--- src/rtl/seu_emr_unloader.sv ---
// rtl/seu_emr_unloader.sv - CRC/EMR atom shift sequencer with capture cache FIFO
//
// On every rising edge of the atom's crcerror this block asks the atom to
// parallel-load its Error Message Register. It then shifts emr_reg_width bits
// out of regout, assembles them LSB-first into a word and pushes that word into
// a small circular cache. An external processor drains the cache with the
// emr_cache_int / emr_cache_ack handshake.
//
// Optional build macro: SEU_EMR_DUP_FILTER_EN
//   When defined, a completed capture that equals the last word successfully
//   pushed is discarded instead of being stored again.
//
// Ports:
//   clk              in   single clock shared with the atom
//   reset            in   asynchronous, active-high reset
//   crcerror         in   crcerror output of the atom
//   regout           in   serial EMR data from the atom
//   shiftnld         out  to the atom: 0 = parallel load, 1 = shift
//   emr_data         out  cache head entry, valid while emr_cache_int = 1
//   emr_cache_int    out  cache not empty
//   emr_cache_ack    in   pops the head entry
//   cache_fill_level out  current cache occupancy
//   cache_full       out  occupancy == cache_depth
//   overflow         out  sticky: a capture was lost
//   busy             out  capture sequencer not idle

module seu_emr_unloader #(
  parameter  int emr_reg_width = 46,
  parameter  int cache_depth   = 4,
  localparam int LEVEL_W       = $clog2(cache_depth + 1)
) (
  input  logic                     clk,
  input  logic                     reset,
  input  logic                     crcerror,
  input  logic                     regout,
  output logic                     shiftnld,
  output logic [emr_reg_width-1:0] emr_data,
  output logic                     emr_cache_int,
  input  logic                     emr_cache_ack,
  output logic [LEVEL_W-1:0]       cache_fill_level,
  output logic                     cache_full,
  output logic                     overflow,
  output logic                     busy
);

  localparam int CNT_W = $clog2(emr_reg_width);
  localparam int PTR_W = $clog2(cache_depth);
  localparam logic [CNT_W-1:0]   LAST_BIT = CNT_W'(emr_reg_width - 1);
  localparam logic [PTR_W-1:0]   LAST_PTR = PTR_W'(cache_depth - 1);
  localparam logic [LEVEL_W-1:0] FULL_LVL = LEVEL_W'(cache_depth);

  typedef enum logic [1:0] {IDLE, LOAD, SHIFT, PUSH} state_t;

  state_t                   state, state_nxt;
  logic                     crcerror_q;
  logic                     pending;
  logic [CNT_W-1:0]         bit_cnt;
  logic [emr_reg_width-1:0] asm_word;

  logic [emr_reg_width-1:0] mem [cache_depth];
  logic [PTR_W-1:0]         rd_ptr, wr_ptr;
  logic [LEVEL_W-1:0]       level;

  logic crc_edge;
  logic edge_lost;
  logic dup;
  logic push_req, do_push, do_pop, push_drop;

  assign crc_edge = crcerror & ~crcerror_q;
  // A second request is already queued, so this one has nowhere to go.
  assign edge_lost = crc_edge & (state != IDLE) & pending;

`ifdef SEU_EMR_DUP_FILTER_EN
  logic [emr_reg_width-1:0] last_pushed;
  logic                     last_valid;

  assign dup = last_valid && (asm_word == last_pushed);
`else
  assign dup = 1'b0;
`endif

  assign push_req  = (state == PUSH) && !dup;
  assign do_pop    = emr_cache_ack && (level != '0);
  // A full cache still accepts the word when the head leaves in the same cycle.
  assign do_push   = push_req && (!cache_full || do_pop);
  assign push_drop = push_req && cache_full && !do_pop;

  always_comb begin
    state_nxt = state;
    shiftnld  = 1'b1;
    case (state)
      IDLE:  if (crc_edge || pending) state_nxt = LOAD;
      LOAD: begin
        shiftnld  = 1'b0;
        state_nxt = SHIFT;
      end
      SHIFT: if (bit_cnt == LAST_BIT) state_nxt = PUSH;
      PUSH:  state_nxt = IDLE;
      default: state_nxt = IDLE;
    endcase
  end

  always_ff @(posedge clk or posedge reset) begin
    if (reset) begin
      state      <= IDLE;
      crcerror_q <= 1'b0;
      pending    <= 1'b0;
      bit_cnt    <= '0;
      asm_word   <= '0;
      overflow   <= 1'b0;
    end else begin
      state      <= state_nxt;
      crcerror_q <= crcerror;
      overflow   <= overflow | edge_lost | push_drop;

      if (state == IDLE) begin
        // Servicing the queued request; an edge in this same cycle becomes
        // the new queued request.
        pending <= pending & crc_edge;
      end else if (crc_edge && !pending) begin
        pending <= 1'b1;
      end

      if (state == LOAD) begin
        bit_cnt <= '0;
      end else if (state == SHIFT) begin
        bit_cnt  <= bit_cnt + CNT_W'(1);
        // Right shift into the MSB: the first bit sampled lands in bit 0.
        asm_word <= {regout, asm_word[emr_reg_width-1:1]};
      end
    end
  end

  always_ff @(posedge clk or posedge reset) begin
    if (reset) begin
      rd_ptr <= '0;
      wr_ptr <= '0;
      level  <= '0;
      for (int i = 0; i < cache_depth; i++) mem[i] <= '0;
    end else begin
      if (do_push) begin
        mem[wr_ptr] <= asm_word;
        wr_ptr      <= (wr_ptr == LAST_PTR) ? '0 : wr_ptr + PTR_W'(1);
      end
      if (do_pop) begin
        rd_ptr <= (rd_ptr == LAST_PTR) ? '0 : rd_ptr + PTR_W'(1);
      end
      case ({do_push, do_pop})
        2'b10:   level <= level + LEVEL_W'(1);
        2'b01:   level <= level - LEVEL_W'(1);
        default: level <= level;
      endcase
    end
  end

`ifdef SEU_EMR_DUP_FILTER_EN
  always_ff @(posedge clk or posedge reset) begin
    if (reset) begin
      last_pushed <= '0;
      last_valid  <= 1'b0;
    end else if (do_push) begin
      last_pushed <= asm_word;
      last_valid  <= 1'b1;
    end
  end
`endif

  assign emr_data         = mem[rd_ptr];
  assign emr_cache_int    = (level != '0);
  assign cache_fill_level = level;
  assign cache_full       = (level == FULL_LVL);
  assign busy             = (state != IDLE);

endmodule

--- config.mk ---
export PLATFORM = sky130hd
export DESIGN_NAME = seu_emr_unloader
export DESIGN_NICKNAME = d
export VERILOG_FILES = /design/src/rtl/seu_emr_unloader.sv
export SDC_FILE = /design/constraint.sdc
export NUM_CORES = 1
export LEC_CHECK = 0
export ABC_AREA = 0
export CORE_MARGIN = 4
export CORE_UTILIZATION = 40
export CTS_CLUSTER_DIAMETER = 50
export DETAILED_ROUTE_END_ITERATION = 7
export GPL_ROUTABILITY_DRIVEN = 0
export GPL_TIMING_DRIVEN = 0
export MAX_ROUTING_LAYER = met4
export PLACE_DENSITY = 0.61
export SYNTH_ARGS = -nofsm -noshare
export SYNTH_HDL_FRONTEND = slang
export SYNTH_SLANG_ARGS = --single-unit
--- constraint.sdc ---
create_clock -name clk -period 24 [get_ports clk]
set_input_delay 4.8 -clock clk [delete_from_list [all_inputs] [get_ports clk]]
set_output_delay 4.8 -clock clk [all_outputs]
set_load 0.02 [all_outputs]
==> results.md <==
* Post CTS Setup Buffer Count at 0
* Final worst path period need at 7.85 ns
* Top Layer Used: met4
* DR vias at 5731
* WL met1 at 9900 µm
* Final worst setup slack at 16.15 ns
* Pre-antenna DRT Iters at 4
* Htree depth at 1
* Final Hold Viols at 0
* Overall Global Routing Usage at 15.6%
* Area delta synth->final at 19.0%
* Number of enable flip-flop cells after synthesis at 0
* Setup Skew at 0.0106 ns
* Post-CTS Hold Buffers at 0
* Outcome: complete, no violations
* Area after DPL at 11700 µm²
* Cell variety after synth at 33
* Max Cap Viol at 0
* Synth Cell Area at 10700 µm²
* Final Hold Slack at 0.482 ns
* Lkg Pwr at 5.95 nW
* Core area at 26200 µm²
* DP HPWL at 14100 µm
* Worst-Skew Late Latency at 0.53 ns
* Crit Path Max Fanout at 10
* Least-Margin Pin Slew at 0.946 ns
* Avg WL per Cell at 20.1 µm
* TritonCTS Buffers at 29
* CP Class: register to primary output
* Crit-path max cell delay at 0.65 ns
* RSZ-0062 raised after global routing: no
* Share of post-route cells with drive strength above 1 at 48.7%
* IO Port Bufs at 58
* First-iteration detailed-routing DRC count at 246
* Overflow left after global routing at 0
* Initial Util at 40.8%
* Clk buf depth at 3
* WP data required at 19.20 ns
* Die area at 29400 µm²
* Dpl ws at 16.62 ns
* Rel. slew slack at 36.9%
* Maximum VDD drop at 0.0679 mV
* Vias per cell at 5.28
* Global-route wire length before repair at 35700 µm
* Initial antenna violation count at 0
* Drt drc at 0
* Final setup viols at 0
* Synth async-reset ratio at 100%
* Die Y at 171 µm
* Maximum clock frequency at 127 MHz
* Sequential area share after synthesis at 58.0%
* CP Launch Type: register
* Syn nets at 658
* Setup_tns at 0 ns
* # IOs at 59
* CP Capture Type: primary output
* Routed met2 length at 10800 µm
* Crit path cell chain: clkbuf_1, clkbuf_1, mux4_2, clkdlybuf4s50_1
* Clock Pin Slew Worst Setup and Hold Paths at 0.06 ns
* Clock sinks at 248
* Nets at 748
* Routed wl met3 at 625 µm
* CP dominant cell by count: clkbuf_1
* Flops & latches, synth at 248
* Die Span X at 171 µm
* Post-route ant nets at 0
* Worst Hold Class: register to register
* Post-Syn Instances at 640
* Critical path's slowest cell: clkbuf_1
* Pin count of the biggest net entering global routing at 141
* CTS tree: done
* Clock root cell: clkbuf_16
* Vias in the first global route at 6433
* Final period utilization at 32.7%
* Final WL at 21800 µm
* Main synth FF type: dfrtp_1
* Number of diodes at 0
* Post-Layout Inst Area at 12700 µm²
* PD cells at 115 nW/µm²
* Post-synthesis average cell area at 16.7 µm²
* Fin. max-slew vios at 0
* Cts repair resizes at 0
* Placement Rows at 59
* Yosys warns at 0
* Crit path DAT at 3.05 ns
cell usage after synthesis, types with 2 or more instances:
cell	instances	area [µm²]
nand2_1	11	41.3
buf_2	9	45.0
ha_1	12	150
nor2b_1	3	18.8
mux4_2	46	1040
clkbuf_1	4	15.0
buf_1	3	11.3
nor2_2	4	25.0
nand2b_1	2	12.5
mux2_2	237	2670
xor2_1	3	26.3
dfrtp_1	248	6210
nor2_1	6	22.5
o21ai_0	3	15.0
inv_1	14	52.6
or3_1	2	12.5
o22ai_1	2	12.5
buf_6	16	180
cell usage in the layout, fill, tap and decap left out, types with 2 or more instances in the layout:
master / n
mux4_2: 46
o22ai_1: 2
mux2_2: 237
clkinv_4: 4
buf_2: 9
nor2_1: 6
xor2_1: 3
nand2b_1: 2
nor2b_1: 3
bufinv_16: 4
inv_6: 2
nor2_2: 4
nand2_1: 11
clkinvlp_4: 2
dfrtp_1: 248
inv_1: 13
clkbuf_1: 5
clkbuf_16: 29
clkdlybuf4s50_1: 58
or3_1: 2
o21ai_0: 3
clkbuf_8: 4
buf_1: 3
ha_1: 12
clkinv_2: 5
buf_6: 16
critical path, delay by kind of cell, from the launching register on:
kind	cells	cell delay, ns
buffers and inverters	3	1.72
flip-flops	1	0.36
multiplexers	1	0.45
cells by family after synthesis:
kind of cell | after synthesis | share of synthesized area [%]
AO/OA/AOI/OAI | 10 | 0.597
XOR/XNOR | 4 | 0.328
adder cells (fa/ha/maj) | 14 | 1.69
buffers and inverters | 46 | 2.84
flip-flops | 248 | 58.0
multiplexers | 284 | 34.7
AND/OR/NAND/NOR | 34 | 1.76
sequential cells by signal (all words and copies together), names as in the netlist:
signal            flops
pending               1
cache_fill_level      3
crcerror_q            1
state                 2
mem                 184
rd_ptr                2
overflow              1
bit_cnt               6
wr_ptr                2
asm_word             46
per-layer routing:
metal	vias to the layer above	global-route usage, %
li1	2517	-
met1	3109	20.8
met2	70	25.8
met3	35	2.46
met4	0	3.13
met5	-	-
path summary, 6_finish.rpt:
check	from	endpoint	cells past startpoint	slack [ns]
min in group asynchronous	reset	mem[105]$_DFFE_PP0P_	2	4.92
max in group asynchronous	reset	bit_cnt[0]$_DFFE_PP0P_	3	18.02
setup reg to reg	cache_fill_level[1]$_DFFE_PP0P_	cache_fill_level[2]$_DFFE_PP0P_	8	21.62
setup / recovery	rd_ptr[1]$_DFFE_PP0P_	emr_data[29]	4	16.15
hold reg to reg	overflow$_DFF_PP0_	overflow$_DFF_PP0_	2	0.48
hold / removal	overflow$_DFF_PP0_	overflow$_DFF_PP0_	2	0.48
area by class of cell:
| class | count | area [µm²] |
|---|---|---|
| sequential | 248 | 6210 |
| tap | 335 | 419 |
| timing repair buffer | 59 | 608 |
| multi-input combinational | 346 | 4180 |
| fill | 2218 | 13500 |
| inverter | 14 | 60.1 |
| buffer | 32 | 251 |
| clock buffer | 34 | 785 |
| clock inverter | 17 | 213 |
through the flow:
step | instances | util [%] | total power, mW
detailed placement | 1034 | 44.7 | 1.03
floorplan | 640 | - | 0.870
global placement | 1033 | 44.6 | 1.01
finish | 1085 | 48.6 | 1.46
global route | 1085 | 48.6 | 1.54
CTS | 1085 | 48.6 | 1.48
power by group:
group | switching (mW) | total (mW) | internal [mW]
Sequential | 0.0613 | 0.559 | 0.498
Clock | 0.172 | 0.450 | 0.277
Combinational | 0.222 | 0.453 | 0.231
Total | 0.456 | 1.46 | 1.01
(Power assumes the default switching activity.)
